--- src/rtl/gray_pkg.sv ---
// Shared definitions for the Gray-coded counter family: step classification,
// width-independent binary/Gray conversion helpers and an all-ones constant builder.
package gray_pkg;

    // Widest counter the helpers support; narrower values are zero-extended.
    localparam int unsigned GRAY_MAX_W = 32;

    typedef logic [GRAY_MAX_W-1:0] gray_word_t;

    // What the counter does on a given clock edge.
    typedef enum logic [1:0] {
        STEP_HOLD  = 2'd0,
        STEP_LOAD  = 2'd1,
        STEP_MOVE  = 2'd2,
        STEP_BOUND = 2'd3
    } step_kind_t;

    // All-ones value for a counter of the given width (the counter's maximum).
    function automatic gray_word_t all_ones(input int unsigned width);
        gray_word_t v;
        v = {GRAY_MAX_W{1'b0}};
        for (int unsigned i = 0; i < GRAY_MAX_W; i++) begin
            if (i < width) begin
                v[i] = 1'b1;
            end else begin
                v[i] = 1'b0;
            end
        end
        return v;
    endfunction

    // Binary to Gray: G[i] = B[i+1] ^ B[i]; zero-extension keeps the top bit unchanged.
    function automatic gray_word_t bin2gray(input gray_word_t b);
        return b ^ (b >> 32'd1);
    endfunction

    // Gray to binary: prefix XOR running down from the MSB.
    function automatic gray_word_t gray2bin(input gray_word_t g);
        gray_word_t b;
        b = {GRAY_MAX_W{1'b0}};
        b[GRAY_MAX_W-1] = g[GRAY_MAX_W-1];
        for (int i = GRAY_MAX_W - 2; i >= 0; i--) begin
            b[i] = b[i+1] ^ g[i];
        end
        return b;
    endfunction

endpackage

--- src/rtl/bin2gray_conv.sv ---
// Parametrised combinational binary-to-Gray converter; supersedes the fixed
// 4-bit converter for new designs.
module bin2gray_conv
    import gray_pkg::*;
#(
    parameter int unsigned WIDTH = 4
) (
    input  logic [WIDTH-1:0] bin,
    output logic [WIDTH-1:0] gray
);

    assign gray = WIDTH'(bin2gray(gray_word_t'(bin)));

endmodule

--- src/rtl/gray_counter.sv ---
// WIDTH-bit up/down counter with registered binary and Gray outputs, parallel
// load, wrap or saturate at the range ends, a terminal-count pulse and a sticky
// overflow flag. The Gray value is converted from the next binary value so both
// outputs update on the same edge.
module gray_counter
    import gray_pkg::*;
#(
    parameter int unsigned WIDTH = 4,
    parameter bit          WRAP  = 1'b1
) (
    input  logic             clk,
    input  logic             rst,
    input  logic             en,
    input  logic             up_dn,
    input  logic             load,
    input  logic [WIDTH-1:0] load_bin,
    output logic [WIDTH-1:0] bin_out,
    output logic [WIDTH-1:0] gray_out,
    output logic             tc,
    output logic             ovf
);

    localparam logic [WIDTH-1:0] MAX_VAL  = WIDTH'(all_ones(WIDTH));
    localparam logic [WIDTH-1:0] ZERO_VAL = {WIDTH{1'b0}};
    localparam logic [WIDTH-1:0] ONE_VAL  = {{(WIDTH-1){1'b0}}, 1'b1};

    logic [WIDTH-1:0] bin_r;
    logic [WIDTH-1:0] gray_r;
    logic             tc_r;
    logic             ovf_r;

    logic             at_bound_s;
    logic [WIDTH-1:0] step_s;
    logic [WIDTH-1:0] wrap_s;
    step_kind_t       step_kind_s;
    logic [WIDTH-1:0] next_bin_s;
    logic [WIDTH-1:0] next_gray_s;
    logic             next_tc_s;
    logic             next_ovf_s;

    // Boundary detection by explicit compare, plus the ordinary step and the wrap target.
    always_comb begin
        at_bound_s = 1'b0;
        step_s     = bin_r;
        wrap_s     = bin_r;
        if (up_dn) begin
            at_bound_s = (bin_r == MAX_VAL);
            step_s     = bin_r + ONE_VAL;
            wrap_s     = ZERO_VAL;
        end else begin
            at_bound_s = (bin_r == ZERO_VAL);
            step_s     = bin_r - ONE_VAL;
            wrap_s     = MAX_VAL;
        end
    end

    // Classify this edge: load beats count enable, which beats hold.
    always_comb begin
        step_kind_s = STEP_HOLD;
        if (load) begin
            step_kind_s = STEP_LOAD;
        end else if (en) begin
            if (at_bound_s) begin
                step_kind_s = STEP_BOUND;
            end else begin
                step_kind_s = STEP_MOVE;
            end
        end else begin
            step_kind_s = STEP_HOLD;
        end
    end

    // Next binary value and flags for the selected action; tc is a one-edge pulse.
    always_comb begin
        next_bin_s = bin_r;
        next_tc_s  = 1'b0;
        next_ovf_s = ovf_r;
        case (step_kind_s)
            STEP_LOAD: begin
                next_bin_s = load_bin;
                next_ovf_s = 1'b0;
            end
            STEP_MOVE: begin
                next_bin_s = step_s;
            end
            STEP_BOUND: begin
                next_tc_s  = 1'b1;
                next_ovf_s = 1'b1;
                if (WRAP) begin
                    next_bin_s = wrap_s;
                end else begin
                    next_bin_s = bin_r;
                end
            end
            STEP_HOLD: begin
                next_bin_s = bin_r;
            end
            default: begin
                next_bin_s = bin_r;
            end
        endcase
    end

    bin2gray_conv #(
        .WIDTH (WIDTH)
    ) u_conv (
        .bin  (next_bin_s),
        .gray (next_gray_s)
    );

    // Counter state: binary, Gray and flags all register on the same edge.
    always_ff @(posedge clk or posedge rst) begin
        if (rst) begin
            bin_r  <= ZERO_VAL;
            gray_r <= ZERO_VAL;
            tc_r   <= 1'b0;
            ovf_r  <= 1'b0;
        end else begin
            bin_r  <= next_bin_s;
            gray_r <= next_gray_s;
            tc_r   <= next_tc_s;
            ovf_r  <= next_ovf_s;
        end
    end

    assign bin_out  = bin_r;
    assign gray_out = gray_r;
    assign tc       = tc_r;
    assign ovf      = ovf_r;

endmodule
--- config.mk ---
export PLATFORM = sky130hd
export DESIGN_NAME = gray_counter
export DESIGN_NICKNAME = d
export VERILOG_FILES = /design/src/rtl/gray_pkg.sv /design/src/rtl/bin2gray_conv.sv /design/src/rtl/gray_counter.sv
export SDC_FILE = /design/constraint.sdc
export NUM_CORES = 1
export LEC_CHECK = 0
export CAP_MARGIN = 20
export CORE_MARGIN = 5
export CORE_UTILIZATION = 44
export DETAILED_ROUTE_END_ITERATION = 16
export PLACE_DENSITY = 0.81
export SLEW_MARGIN = 20
export SYNTH_ARGS = -nofsm -noshare
export SYNTH_HDL_FRONTEND = slang
export SYNTH_SLANG_ARGS = --single-unit
export TNS_END_PERCENT = 20
--- constraint.sdc ---
create_clock -name clk -period 2.35 [get_ports clk]
set_clock_uncertainty 0.05 [all_clocks]
set_input_delay 0.3525 -clock clk [delete_from_list [all_inputs] [get_ports clk]]
set_output_delay 0.3525 -clock clk [all_outputs]
set_load 0.05 [all_outputs]
; ---- Yosys cells after proc, flatten, opt, wreduce, memory -nomap -nowiden
; Index checks and enable logic that the tools add are counted.
; W data, S select, Z words.
[classes]
reduce_logical = 3
addsub = 2
mux = 9
n_bitwise = 1
n_eq_ne = 4
[op_table]
columns = cell, count
row1 = $pmux W4 S4, 1
row2 = $mux W4, 2
row3 = $add A4 B1 Y4 const B, 1
row4 = $eq A2 B2 Y1 const B, 2
row5 = $eq A4 B4 Y1 const B, 1
row6 = $logic_not A4 Y1, 1
row7 = $mux W2, 2
row8 = $sub A4 B1 Y4 const B, 1
row9 = $xor A4 B3 Y4, 1
row10 = $mux W1, 3
row11 = $eq A2 B1 Y1 const B, 1
row12 = $logic_not A2 Y1, 1
row13 = $pmux W1 S2, 1
row14 = $reduce_bool A2 Y1, 1
[totals]
reg_bits = 10
wordCells = 23
input_bits = 9

; ---- Depth between registers and ports, before layout
[logic_depth]
ltp_word = 8
ltp_mapped = 8
ltp_nobuf = 7

; ---- Cells and area by module
; A second synthesis with hierarchy kept.
[unflattened]
cells_unflattened = 61
area_unflattened_um2 = 596.8
[by_module_without_submodules]
columns = mod, area_per_inst_um2, cells_each, n_inst
row1 = gray_counter, 563.0, 57, 1
row2 = bin2gray_conv, 33.8, 4, 1

; ---- Worst setup path before layout
; No wires, ideal clock.
[synth_path]
kind = register to register
from = reg bin_r[0] (netlist: bin_out[0])
to = reg gray_r[2] (netlist: gray_out[2])
path_slack_ns = 0.156
path_stages_with_launch = 9
synth_period_minus_slack_ns = 2.194
setup_ns = 0.090
t_arrival_ns = 2.053
path_buffers = 1
path_cell_list = dfrtp_1 > buf_2 > inv_1 > fa_1 > xor2_1 > a21oi_1 > o22ai_1 > a211o_1 > o221ai_1
[synth_via]
elab_chain_len = 8
word_cells_on_any_way = 15
classes_between = 2 x add/sub / 4 x eq/ne / 6 x mux / 1 x bitwise / 2 x reduce/logical
[synth_rtl]
columns = item, line
row1 = "start, declared", gray_counter.sv:27  ; logic [WIDTH-1:0] bin_r;
row2 = "start signal, assigned", gray_counter.sv:119  ; bin_r <= next_bin_s;
row3 = $eq A4 B4 Y1 or $logic_not A4 Y1 (tied branches), "gray_counter.sv:47, gray_counter.sv:51"
row4 = $mux W1, gray_counter.sv:46  ; if (up_dn) begin
row5 = $mux W1, gray_counter.sv:63  ; if (at_bound_s) begin
row6 = $mux W2, gray_counter.sv:62  ; end else if (en) begin
row7 = $mux W2, gray_counter.sv:60  ; if (load) begin
row8 = "$eq A2 B2 Y1, or another cell as far along", gray_counter.sv:78  ; case (step_kind_s)
row9 = $pmux W4 S4 *, gray_counter.sv:78
row10 = $xor A4 B3 Y4 *, gray_pkg.sv:34  ; return b ^ (b >> 32'd1);
row11 = via next_gray_s[2], gray_counter.sv:37  ; logic [WIDTH-1:0] next_gray_s;
row12 = "end signal, assigned", gray_counter.sv:120  ; gray_r <= next_gray_s;
row13 = "end, declared", gray_counter.sv:28  ; logic [WIDTH-1:0] gray_r;
; The timed path passes the listed nets; every way through them passes the cells marked *.
; A chain may end at the register's enable or synchronous reset.

; ---- Worst setup path after layout
[layout_path]
from = in up_dn
to = reg gray_r[2] (netlist: gray_out[2])
[layout_via]
elab_chain_len = 7
word_cells_on_any_way = 12
classes_between = 3 x eq/ne / 7 x mux / 1 x bitwise / 1 x reduce/logical
[layout_rtl]
columns = item, line
row1 = "start, declared", gray_counter.sv:14  ; input logic up_dn,
row2 = $mux W1, gray_counter.sv:46
row3 = $mux W1, gray_counter.sv:63
row4 = $mux W2, gray_counter.sv:62
row5 = $mux W2, gray_counter.sv:60
row6 = "$eq A2 B2 Y1, or another cell as far along", gray_counter.sv:78
row7 = $pmux W4 S4 *, gray_counter.sv:78
row8 = $xor A4 B3 Y4 *, gray_pkg.sv:34
row9 = via next_gray_s[2], gray_counter.sv:37
; Marks and branches as above.

==> reports/metrics.cfg <==
[die]
dieArea_um2=2190
ioPinCount=19
die_w_um=46.8
dieHeight_um=46.8
rows=13
core_area_um2=1280
start_util_pct=46.3

[synthesis]
synth_cell_types=27
postSynthCellCount=63
syn_area_um2=594
synth-warning-count=0
ys_ff_latch=9
ys_seq_area_share_pct=37.9
syn_nets=75
avgSynthCellArea_um2=9.43

[power]
finalPower_uw=626
p_per_area_nw_per_um2=739
p_leak_uw=0.000370
worst_ir_drop_vdd_uv=386

[critical_path]
cp-startpoint=up_dn
critical_path_class=input pin to flip-flop
reg2reg_depth=6
reg2reg_from=bin_out[2]
critPathMaxStageDelay_ps=470
r2r_setup_slack_ps=390
critPathArrivalTime_ps=2270
critPathLaunchType=input pin
end_kind=flip-flop
timing.rr.end=gray_out[2]
path_cells=clkdlybuf4s50_1 > inv_1 > ha_1 > a21oi_1 > a211oi_1 > a311o_1 > a211o_1 > o221ai_1
required_ps=2460
path_max_fanout=4
cpMaxStageDelayCell=clkdlybuf4s50_1

[layout]
fin_area_um2=847
postLayoutCoreUtil_pct=65.9
synthToLayoutAreaGrowth_pct=42.5
regArea_um2=225
final_common_cell=clkdlybuf4s50_1
num-fill-cells=103
mostFrequentLayoutCells=clkdlybuf4s50_1 (18), dfrtp_1 (9)
num-nets-final=101
layout-drive-gt1-share_pct=15.9
multi_input_area_um2=329
diodes=0

[drt]
viasPerCell=5.38
drc=0
postRouteAntennaNets=0
routed_wl_mm=1.28
drtIter0Drc=8
post_drt_wl_per_cell_um=12.4
vias=554
dr.pass1.iters=5

[sta]
setup_violations=0
slew_headroom_pct=66.8
hold_viol=0
setup_ws_ps=186
maxSlewViolCount=0
worstMarginPinSlew_ps=497
min_period_over_period_pct=92.1
max_freq_mhz=462
rsz0062_at_grt=false
min_period_ps=2160

[global_routing]
grt_max_degree=10
antenna_found_initial=0
grt_util_all_layers_pct=13.5
overflow=0
grt_pass1_vias=465
grt_pass1_wl_mm=2.04

[clock_network]
clock-sinks=9
cts_tree=built
cts_root_buffer=clkbuf_4
clock_path_buffers=2
cts_made_buffers=3
clk_pin_slew_ps=60
hold_buffers=0
htree_levels=1
cts_resized=0
postCtsSetupRepairBufs=0
clkLatencyLatePin_ps=250

[status]
status=complete, no violations

[place]
globalplace.congestion=0.851
io_buffers=18
place_area_um2=821
place_ws_ps=-76.1
post-dp-hpwl_mm=1.08

[run]
cap_violations=0

[worst_hold_path]
hold_class=input pin to async pin

## metal layers
layer,GRT usage (%),part of all wire [%],up-vias
li1,-,-,273
met1,15.9,42,262
met2,21.7,49,15
met3,3.45,5.0,4
met4,8.84,3.7,0
met5,0,0,-
## stage by stage
stage               cells  setup TNS [ps]  hold slack, ps
finish                103               0             299
detailed placement     99           -76.1             426
floorplan              63               0             130
CTS                   103               0             308
global placement       99          -0.377             415
global route          103               0             334
## cell type report
cell class,count,share of cell area (%)
flip-flops and latches,9,26.6
inverters,6,2.66
multi-input cells,45,38.8
repair buffers,24,26.6
clock buffers,4,3.10
well taps,15,2.22
## cells by family after synthesis
kind of cell | count (synthesis) | share of synthesized area (%)
AND/OR/NAND/NOR | 15 | 13.7
multiplexers | 1 | 1.89
buffers and inverters | 9 | 6.74
XOR/XNOR | 6 | 8.84
flip-flops | 9 | 37.9
AO/OA/AOI/OAI | 20 | 23.4
adder cells (fa/ha/maj) | 3 | 7.58
## synth_stat cells
| cell type | instances | area, µm² |
|---|---|---|
| dfrtp_1 | 9 | 225 |
| inv_1 | 6 | 22.5 |
| nand2_1 | 6 | 22.5 |
| o21ai_0 | 6 | 30.0 |
| a211oi_1 | 3 | 22.5 |
| a21oi_1 | 3 | 15.0 |
| xnor2_1 | 3 | 26.3 |
| xor2_1 | 3 | 26.3 |
| a21oi_2 | 2 | 17.5 |
| and4_1 | 2 | 17.5 |
| buf_2 | 2 | 10.0 |
| ha_1 | 2 | 25.0 |
| nor2_1 | 2 | 7.51 |
| a211o_1 | 1 | 8.76 |
| a21o_1 | 1 | 7.51 |
| a22oi_2 | 1 | 12.5 |
| a311o_1 | 1 | 10.0 |
| and2_1 | 1 | 6.26 |
| buf_4 | 1 | 7.51 |
| fa_1 | 1 | 20.0 |
| mux2_2 | 1 | 11.3 |
| nand2b_1 | 1 | 6.26 |
| nand3_1 | 1 | 5.00 |
| nor3_1 | 1 | 5.00 |
| o221ai_1 | 1 | 8.76 |
| o22ai_1 | 1 | 6.26 |
| or4_4 | 1 | 11.3 |
## how the worst max path moves through the flow
stage,slack (ps),depth (start not counted),end
floorplan,160,8,gray_out[2]
global placement,-0.4,8,gray_out[2]
detailed placement,-80,8,gray_out[2]
CTS,190,8,gray_out[2]
global route,80,8,gray_out[2]
finish,190,8,gray_out[2]
## critical path, delay by kind of cell
kind | cells | cell delay [ps]
buffers and inverters | 2 | 540
adders and majority gates | 1 | 340
AOI/OAI and AO/OA | 5 | 1040
## state kept, by name, summed over array words and instances (netlist names)
name / flops
bin_out: 4
gray_out: 3
ovf: 1
tc: 1
## where the power goes
part	switching [µW]	internal, µW	leakage (µW)
sequential	20.4	179	0.000110
clock	49.4	65.1	0.0000150
combinational	186	126	0.000245
Power figures use the tool's default switching activity.
